File: config.mk
export PLATFORM = sky130hd
export DESIGN_NAME = multicycle_control
export DESIGN_NICKNAME = d
export VERILOG_FILES = /design/src/rtl/mips_ctrl_pkg.sv /design/src/rtl/multicycle_control.sv
export SDC_FILE = /design/constraint.sdc
export NUM_CORES = 1
export LEC_CHECK = 0
export CELL_PAD_IN_SITES_DETAIL_PLACEMENT = 0
export CELL_PAD_IN_SITES_GLOBAL_PLACEMENT = 1
export CORE_MARGIN = 10
export CORE_UTILIZATION = 28
export CTS_CLUSTER_DIAMETER = 80
export DETAILED_ROUTE_END_ITERATION = 6
export PLACE_DENSITY_LB_ADDON = 0.2
export SLEW_MARGIN = 20
export SYNTH_ARGS = -nofsm -noshare
export SYNTH_HDL_FRONTEND = slang
export SYNTH_SLANG_ARGS = --single-unit
File: constraint.sdc
create_clock -name clk -period 3.4 [get_ports clk]
set_input_delay 0.68 -clock clk [delete_from_list [all_inputs] [get_ports clk]]
set_output_delay 0.68 -clock clk [all_outputs]
set_load 0.1 [all_outputs]
File: src/rtl/mips_ctrl_pkg.sv
// Shared encodings for the multicycle MIPS control path: opcodes, ALUOp,
// datapath mux selects, FSM state encoding and the control-word payload.
package mips_ctrl_pkg;

    localparam int unsigned OPCODE_W    = 6;
    localparam int unsigned STATE_ENC_W = 4;

    localparam logic [OPCODE_W-1:0] OP_RTYPE = 6'd0;
    localparam logic [OPCODE_W-1:0] OP_J     = 6'd2;
    localparam logic [OPCODE_W-1:0] OP_JAL   = 6'd3;
    localparam logic [OPCODE_W-1:0] OP_BEQ   = 6'd4;
    localparam logic [OPCODE_W-1:0] OP_ADDI  = 6'd8;
    localparam logic [OPCODE_W-1:0] OP_ANDI  = 6'd12;
    localparam logic [OPCODE_W-1:0] OP_LW    = 6'd35;
    localparam logic [OPCODE_W-1:0] OP_SW    = 6'd43;

    // ALUOp values consumed by the ALU control decoder
    localparam logic [1:0] ALUOP_ADD     = 2'b00;
    localparam logic [1:0] ALUOP_SUB     = 2'b01;
    localparam logic [1:0] ALUOP_RFORMAT = 2'b10;
    localparam logic [1:0] ALUOP_AND     = 2'b11;

    localparam logic [1:0] SRCB_B       = 2'b00;
    localparam logic [1:0] SRCB_FOUR    = 2'b01;
    localparam logic [1:0] SRCB_IMM     = 2'b10;
    localparam logic [1:0] SRCB_IMM_SH2 = 2'b11;

    localparam logic [1:0] PCSRC_ALU    = 2'b00;
    localparam logic [1:0] PCSRC_ALUOUT = 2'b01;
    localparam logic [1:0] PCSRC_JUMP   = 2'b10;
    localparam logic [1:0] PCSRC_A      = 2'b11;

    localparam logic [1:0] REGDST_RT = 2'b00;
    localparam logic [1:0] REGDST_RD = 2'b01;
    localparam logic [1:0] REGDST_RA = 2'b10;

    localparam logic [1:0] M2R_ALUOUT = 2'b00;
    localparam logic [1:0] M2R_MDR    = 2'b01;
    localparam logic [1:0] M2R_PC     = 2'b10;

    typedef enum logic [STATE_ENC_W-1:0] {
        S_FETCH   = 4'd0,
        S_DECODE  = 4'd1,
        S_MEM_ADR = 4'd2,
        S_MEM_RD  = 4'd3,
        S_MEM_WB  = 4'd4,
        S_MEM_WR  = 4'd5,
        S_R_EX    = 4'd6,
        S_R_WB    = 4'd7,
        S_BEQ     = 4'd8,
        S_J       = 4'd9,
        S_JAL     = 4'd10,
        S_JR      = 4'd11,
        S_ADDI_EX = 4'd12,
        S_ANDI_EX = 4'd13,
        S_IMM_WB  = 4'd14
    } state_t;

    typedef struct packed {
        logic       pc_write;
        logic       pc_write_cond;
        logic       i_or_d;
        logic       mem_read;
        logic       mem_write;
        logic       ir_write;
        logic [1:0] mem_to_reg;
        logic [1:0] reg_dst;
        logic       reg_write;
        logic       alu_src_a;
        logic [1:0] alu_src_b;
        logic [1:0] alu_op;
        logic [1:0] pc_source;
        logic       illegal;
    } ctrl_t;

    function automatic logic is_legal_op(input logic [OPCODE_W-1:0] op);
        case (op)
            OP_RTYPE, OP_J, OP_JAL, OP_BEQ,
            OP_ADDI, OP_ANDI, OP_LW, OP_SW: is_legal_op = 1'b1;
            default:                        is_legal_op = 1'b0;
        endcase
    endfunction

endpackage

File: src/rtl/multicycle_control.sv
// Main control FSM of the multicycle MIPS datapath: sequences fetch, decode,
// execute, memory and writeback, and drives every datapath enable and select.
module multicycle_control
    import mips_ctrl_pkg::*;
#(
    parameter int unsigned STATE_W = 4
) (
    input  logic                clk,
    input  logic                reset_n,
    input  logic [OPCODE_W-1:0] opcode,
    input  logic                jr,
    input  logic                mem_ready,
    output logic                pc_write,
    output logic                pc_write_cond,
    output logic                i_or_d,
    output logic                mem_read,
    output logic                mem_write,
    output logic                ir_write,
    output logic [1:0]          mem_to_reg,
    output logic [1:0]          reg_dst,
    output logic                reg_write,
    output logic                alu_src_a,
    output logic [1:0]          alu_src_b,
    output logic [1:0]          alu_op,
    output logic [1:0]          pc_source,
    output logic                illegal,
    output logic [STATE_W-1:0]  state
);

    state_t state_q;
    state_t state_d;
    ctrl_t  ctl;

    always_ff @(posedge clk or negedge reset_n) begin
        if (!reset_n) begin
            state_q <= S_FETCH;
        end else begin
            state_q <= state_d;
        end
    end

    // Next-state: only FETCH and the memory-access states wait on mem_ready
    always_comb begin
        state_d = S_FETCH;
        case (state_q)
            S_FETCH:   state_d = mem_ready ? S_DECODE : S_FETCH;
            S_DECODE: begin
                case (opcode)
                    OP_LW, OP_SW: state_d = S_MEM_ADR;
                    OP_RTYPE:     state_d = S_R_EX;
                    OP_BEQ:       state_d = S_BEQ;
                    OP_J:         state_d = S_J;
                    OP_JAL:       state_d = S_JAL;
                    OP_ADDI:      state_d = S_ADDI_EX;
                    OP_ANDI:      state_d = S_ANDI_EX;
                    default:      state_d = S_FETCH;
                endcase
            end
            S_MEM_ADR: state_d = (opcode == OP_LW) ? S_MEM_RD : S_MEM_WR;
            S_MEM_RD:  state_d = mem_ready ? S_MEM_WB : S_MEM_RD;
            S_MEM_WB:  state_d = S_FETCH;
            S_MEM_WR:  state_d = mem_ready ? S_FETCH : S_MEM_WR;
            S_R_EX:    state_d = jr ? S_JR : S_R_WB;
            S_R_WB:    state_d = S_FETCH;
            S_BEQ:     state_d = S_FETCH;
            S_J:       state_d = S_FETCH;
            S_JAL:     state_d = S_FETCH;
            S_JR:      state_d = S_FETCH;
            S_ADDI_EX: state_d = S_IMM_WB;
            S_ANDI_EX: state_d = S_IMM_WB;
            S_IMM_WB:  state_d = S_FETCH;
            default:   state_d = S_FETCH;
        endcase
    end

    // Moore decode; reset forces every control low even though state is FETCH
    always_comb begin
        ctl = '0;
        case (state_q)
            S_FETCH: begin
                ctl.mem_read  = 1'b1;
                ctl.alu_src_b = SRCB_FOUR;
                ctl.alu_op    = ALUOP_ADD;
                ctl.pc_source = PCSRC_ALU;
                ctl.ir_write  = mem_ready;
                ctl.pc_write  = mem_ready;
            end
            S_DECODE: begin
                ctl.alu_src_b = SRCB_IMM_SH2;
                ctl.alu_op    = ALUOP_ADD;
                ctl.illegal   = ~is_legal_op(opcode);
            end
            S_MEM_ADR, S_ADDI_EX: begin
                ctl.alu_src_a = 1'b1;
                ctl.alu_src_b = SRCB_IMM;
                ctl.alu_op    = ALUOP_ADD;
            end
            S_MEM_RD: begin
                ctl.mem_read = 1'b1;
                ctl.i_or_d   = 1'b1;
            end
            S_MEM_WB: begin
                ctl.reg_write  = 1'b1;
                ctl.reg_dst    = REGDST_RT;
                ctl.mem_to_reg = M2R_MDR;
            end
            S_MEM_WR: begin
                ctl.mem_write = 1'b1;
                ctl.i_or_d    = 1'b1;
            end
            S_R_EX: begin
                ctl.alu_src_a = 1'b1;
                ctl.alu_src_b = SRCB_B;
                ctl.alu_op    = ALUOP_RFORMAT;
            end
            S_R_WB: begin
                ctl.reg_write  = 1'b1;
                ctl.reg_dst    = REGDST_RD;
                ctl.mem_to_reg = M2R_ALUOUT;
            end
            S_JR: begin
                ctl.pc_write  = 1'b1;
                ctl.pc_source = PCSRC_A;
            end
            S_BEQ: begin
                ctl.alu_src_a     = 1'b1;
                ctl.alu_src_b     = SRCB_B;
                ctl.alu_op        = ALUOP_SUB;
                ctl.pc_write_cond = 1'b1;
                ctl.pc_source     = PCSRC_ALUOUT;
            end
            S_J: begin
                ctl.pc_write  = 1'b1;
                ctl.pc_source = PCSRC_JUMP;
            end
            // PC already holds PC+4, so it is the link value
            S_JAL: begin
                ctl.pc_write   = 1'b1;
                ctl.pc_source  = PCSRC_JUMP;
                ctl.reg_write  = 1'b1;
                ctl.reg_dst    = REGDST_RA;
                ctl.mem_to_reg = M2R_PC;
            end
            S_ANDI_EX: begin
                ctl.alu_src_a = 1'b1;
                ctl.alu_src_b = SRCB_IMM;
                ctl.alu_op    = ALUOP_AND;
            end
            S_IMM_WB: begin
                ctl.reg_write  = 1'b1;
                ctl.reg_dst    = REGDST_RT;
                ctl.mem_to_reg = M2R_ALUOUT;
            end
            default: ctl = '0;
        endcase
        if (!reset_n) begin
            ctl = '0;
        end
    end

    assign pc_write      = ctl.pc_write;
    assign pc_write_cond = ctl.pc_write_cond;
    assign i_or_d        = ctl.i_or_d;
    assign mem_read      = ctl.mem_read;
    assign mem_write     = ctl.mem_write;
    assign ir_write      = ctl.ir_write;
    assign mem_to_reg    = ctl.mem_to_reg;
    assign reg_dst       = ctl.reg_dst;
    assign reg_write     = ctl.reg_write;
    assign alu_src_a     = ctl.alu_src_a;
    assign alu_src_b     = ctl.alu_src_b;
    assign alu_op        = ctl.alu_op;
    assign pc_source     = ctl.pc_source;
    assign illegal       = ctl.illegal;
    assign state         = STATE_W'(state_q);

endmodule

==> flow_summary_export.csv <==
group,metric,value,unit
outcome,status,"finished, final reports clean",
routing,ant_nets,0,
global_route,grt_first_pass_wirelength,3740,µm
clock_tree,path_clk_slew,0.04,ns
clock_tree,cts-hold-fix-buffers,0,
routing,wl,2270,µm
floorplanning,dieWidth,68.9,µm
floorplanning,die-area,4750,µm²
setup_path,critPathTopFamily,"buffers and inverters",
floorplanning,die_h,68.9,µm
logic_synthesis,yosysUniqueCellTypes,34,
setup_path,critPathMaxStageDelay,0.62,ns
cells_and_area,seqCellArea,100,µm²
power_and_ir_drop,p_comb_share,64.6,%
floorplanning,start_util,29.7,%
cells_and_area,diodes,0,
cells_and_area,fin_area,1210,µm²
cells_and_area,fin_util,53.5,%
floorplanning,core-area,2250,µm²
routing,num_vias,815,
setup_path,cp.depth,4,
routing,initialDrtViolationCount,33,
power_and_ir_drop,p_per_area,302,nW/µm²
clock_tree,clk_latency,0.23,ns
setup_path,arrival,2.09,ns
sta,period_needed,2.77,ns
logic_synthesis,syn-mean-instance-area,6.50,µm²
setup_path,cp_max_fo,8,
logic_synthesis,synth-edff-count,0,
logic_synthesis,ys_seq_area_share,15.0,%
sta,fin_crit_sh,81.3,%
setup_path,rr_startpoint,"state[0]",
sta,grt_setup_unrepaired,"no",
setup_path,critPathKind,"input pin to output pin",
routing,drt-pass1-iter-count,4,
cells_and_area,synthToLayoutAreaGrowth,80.2,%
setup_path,cp_num_buf_inv,2,
routing,wl_per_cell,14.4,µm
setup_path,startpoint,"reset_n",
logic_synthesis,syn_nets,113,
logic_synthesis,yosys_warnings,0,
clock_tree,cts_resized,0,
global_route,grt_max_degree,22,
cells_and_area,multi_input_area,537,µm²
cells_and_area,largest_reg_flops,4,
clock_tree,clockBufferDepth,2,
logic_synthesis,async_flop_share,100,%
sta,final_max_slew_viol_count,0,
clock_tree,cts_tree,"built",
worst_hold_path,min_path_type,"flip-flop to flip-flop",
clock_tree,cts_max_level,1,
setup_path,r2r_end,"state[2]",
placement,port_buffers,32,
setup_path,cp_cell_sequence,"clkdlybuf4s50_1 > nand3_1 > nor2_1 > buf_12",
cells_and_area,layout-drive-gt1-share,28.5,%
setup_path,start_kind,"input pin",
cells_and_area,fin_cells,158,
sta,finalHoldViolations,0,
logic_synthesis,synthFlopType,"dfrtp_1",
sta,max_freq,0.362,GHz
placement,dp.cells,155,
power_and_ir_drop,power_switching,191,µW
logic_synthesis,synth-seq-cells,4,
placement,place_area,1180,µm²
setup_path,r2r_slack,1.56,ns
logic_synthesis,synthesis.instances,103,
setup_path,worstPathRequired,2.72,ns
sta,setup_viol,0,
setup_path,cp_slowest_cell,"clkdlybuf4s50_1",
run,maxCapViolCount,0,
power_and_ir_drop,internal_power,174,µW
global_route,grt_pass1_vias,806,
power_and_ir_drop,switching_share,52.3,%
routing,drc,0,
floorplanning,row_count,17,
clock_tree,cts_made_buffers,3,
routing,vias_per_cell,5.16,
power_and_ir_drop,irDropWorstVdd,0.000188,V
sta,slew_headroom,56.8,%
placement,place_congestion,0.784,
sta,fin_worst_skew,0.00545,ns
power_and_ir_drop,leakagePower,0.000460,µW
setup_path,worstSetupEndpointType,"output pin",
global_route,grt_usage,9.98,%
setup_path,endpoint,"reg_dst[1]",
placement,post-dp-hpwl,1860,µm
floorplanning,ioPinCount,33,
cells_and_area,final_net_count,142,
sta,fin_setup_tns,0,ns
cells_and_area,fillCellCount,240,
power_and_ir_drop,clkPwrFrac,16.3,%
clock_tree,postCtsSetupRepairBufs,0,
sta,tightest_slew,0.647,ns
setup_path,rr_worst_depth,4,
clock_tree,cts.sinks,4,
power_and_ir_drop,pwr-share-seq,19.1,%
logic_synthesis,syn-cell-area,669,µm²
clock_tree,cts-root-buf,"clkbuf_4",
global_route,grt_remaining_overflow,0,
global_route,antenna_found_initial,0,
-- metrics by stage --
step | worst slack (ns) | power, µW | hold slack (ns)
final | 0.635 | 364 | 0.754
after detailed placement | 0.614 | 307 | 0.760
after floorplan | -0.832 | 228 | 0.384
after global placement | 0.636 | 307 | 0.753
after CTS | 0.612 | 368 | 0.762
after global routing | 0.509 | 387 | 0.822
-- logic make-up (layout without fill, tap and decap cells) --
family / Yosys count / count (layout) / share of synthesized area (%)
flip-flops: 4 / 4 / 15.0
AO/OA/AOI/OAI: 22 / 22 / 21.1
multiplexers: 1 / 1 / 1.68
buffers and inverters: 10 / 37 / 8.04
XOR/XNOR: 1 / 1 / 1.31
AND/OR/NAND/NOR: 65 / 65 / 52.9
-- cells in the mapped netlist, drive strengths merged (2+ instances only) --
cell type / count / area share, %
a21oi: 8 / 6.0
a22oi: 2 / 2.2
and2: 2 / 1.9
buf: 6 / 5.8
clkbuf: 3 / 1.7
dfrtp: 4 / 15
nand2: 10 / 5.6
nand2b: 6 / 5.6
nand3: 5 / 3.7
nor2: 11 / 6.2
nor2b: 10 / 9.3
nor3: 11 / 8.2
o21a: 2 / 2.2
o21ai: 4 / 3.0
or3: 2 / 1.9
-- worst min path at each step --
| stage | from | to | slack, ns | depth (start not counted) |
|---|---|---|---|---|
| 6_report | state[3] | state[0] | 0.75 | 1 |
| 5_1_grt | state[3] | state[0] | 0.82 | 1 |
| 4_1_cts | state[3] | state[0] | 0.76 | 1 |
| 3_5_place_dp | state[3] | state[0] | 0.76 | 1 |
| 3_3_place_gp | state[3] | state[0] | 0.75 | 1 |
| 2_1_floorplan | reset_n | state[0] | 0.38 | 0 |
-- area by class of cell --
| type | instances | share of cell area (%) |
|---|---|---|
| Clock buffer | 3 | 1.87 |
| Inverter | 1 | 0.311 |
| Multi-Input combinational cell | 89 | 44.5 |
| Sequential cell | 4 | 8.30 |
| Tap cell | 28 | 2.90 |
| Timing Repair Buffer | 33 | 42.1 |
-- metal layers --
| metal | track usage, % | vias up | share of wire [%] |
|---|---|---|---|
| met3 | 2.42 | 2 | 7.9 |
| li1 | - | 425 | - |
| met4 | 4.43 | 0 | 1.2 |
| met5 | 0 | - | 0 |
| met1 | 12.1 | 361 | 41 |
| met2 | 16.3 | 27 | 50 |
-- power by group through the flow --
stage | registers [µW] | clock network (µW) | logic (µW)
6_report | 69.6 | 59.4 | 235
5_1_grt | 72.4 | 66.7 | 248
4_1_cts | 69.6 | 61.6 | 237
3_5_place_dp | 70.3 | 0 | 237
3_3_place_gp | 70.2 | 0 | 237
2_1_floorplan | 81.3 | 0 | 147
-- cells in the final DEF, fill, tap and decap left out, drive strengths merged --
cell	count
dfrtp	4
and2	2
nor2b	10
o22ai	1
a2bb2oi	1
nor2	11
clkdlybuf4s50	9
a22oi	2
o2bb2ai	1
nand2	10
o21a	2
mux2	1
or4	1
nor3b	1
or3	2
a221oi	1
a22o	1
o21ai	4
and3	1
clkbuf	3
nand4b	1
a21oi	8
nand2b	6
buf	24
inv	1
xnor2	1
a21bo	1
nor3	11
nor4b	1
nand3	5
nor4	1
or2	1
nand3b	1
(Power assumes the default switching activity.)
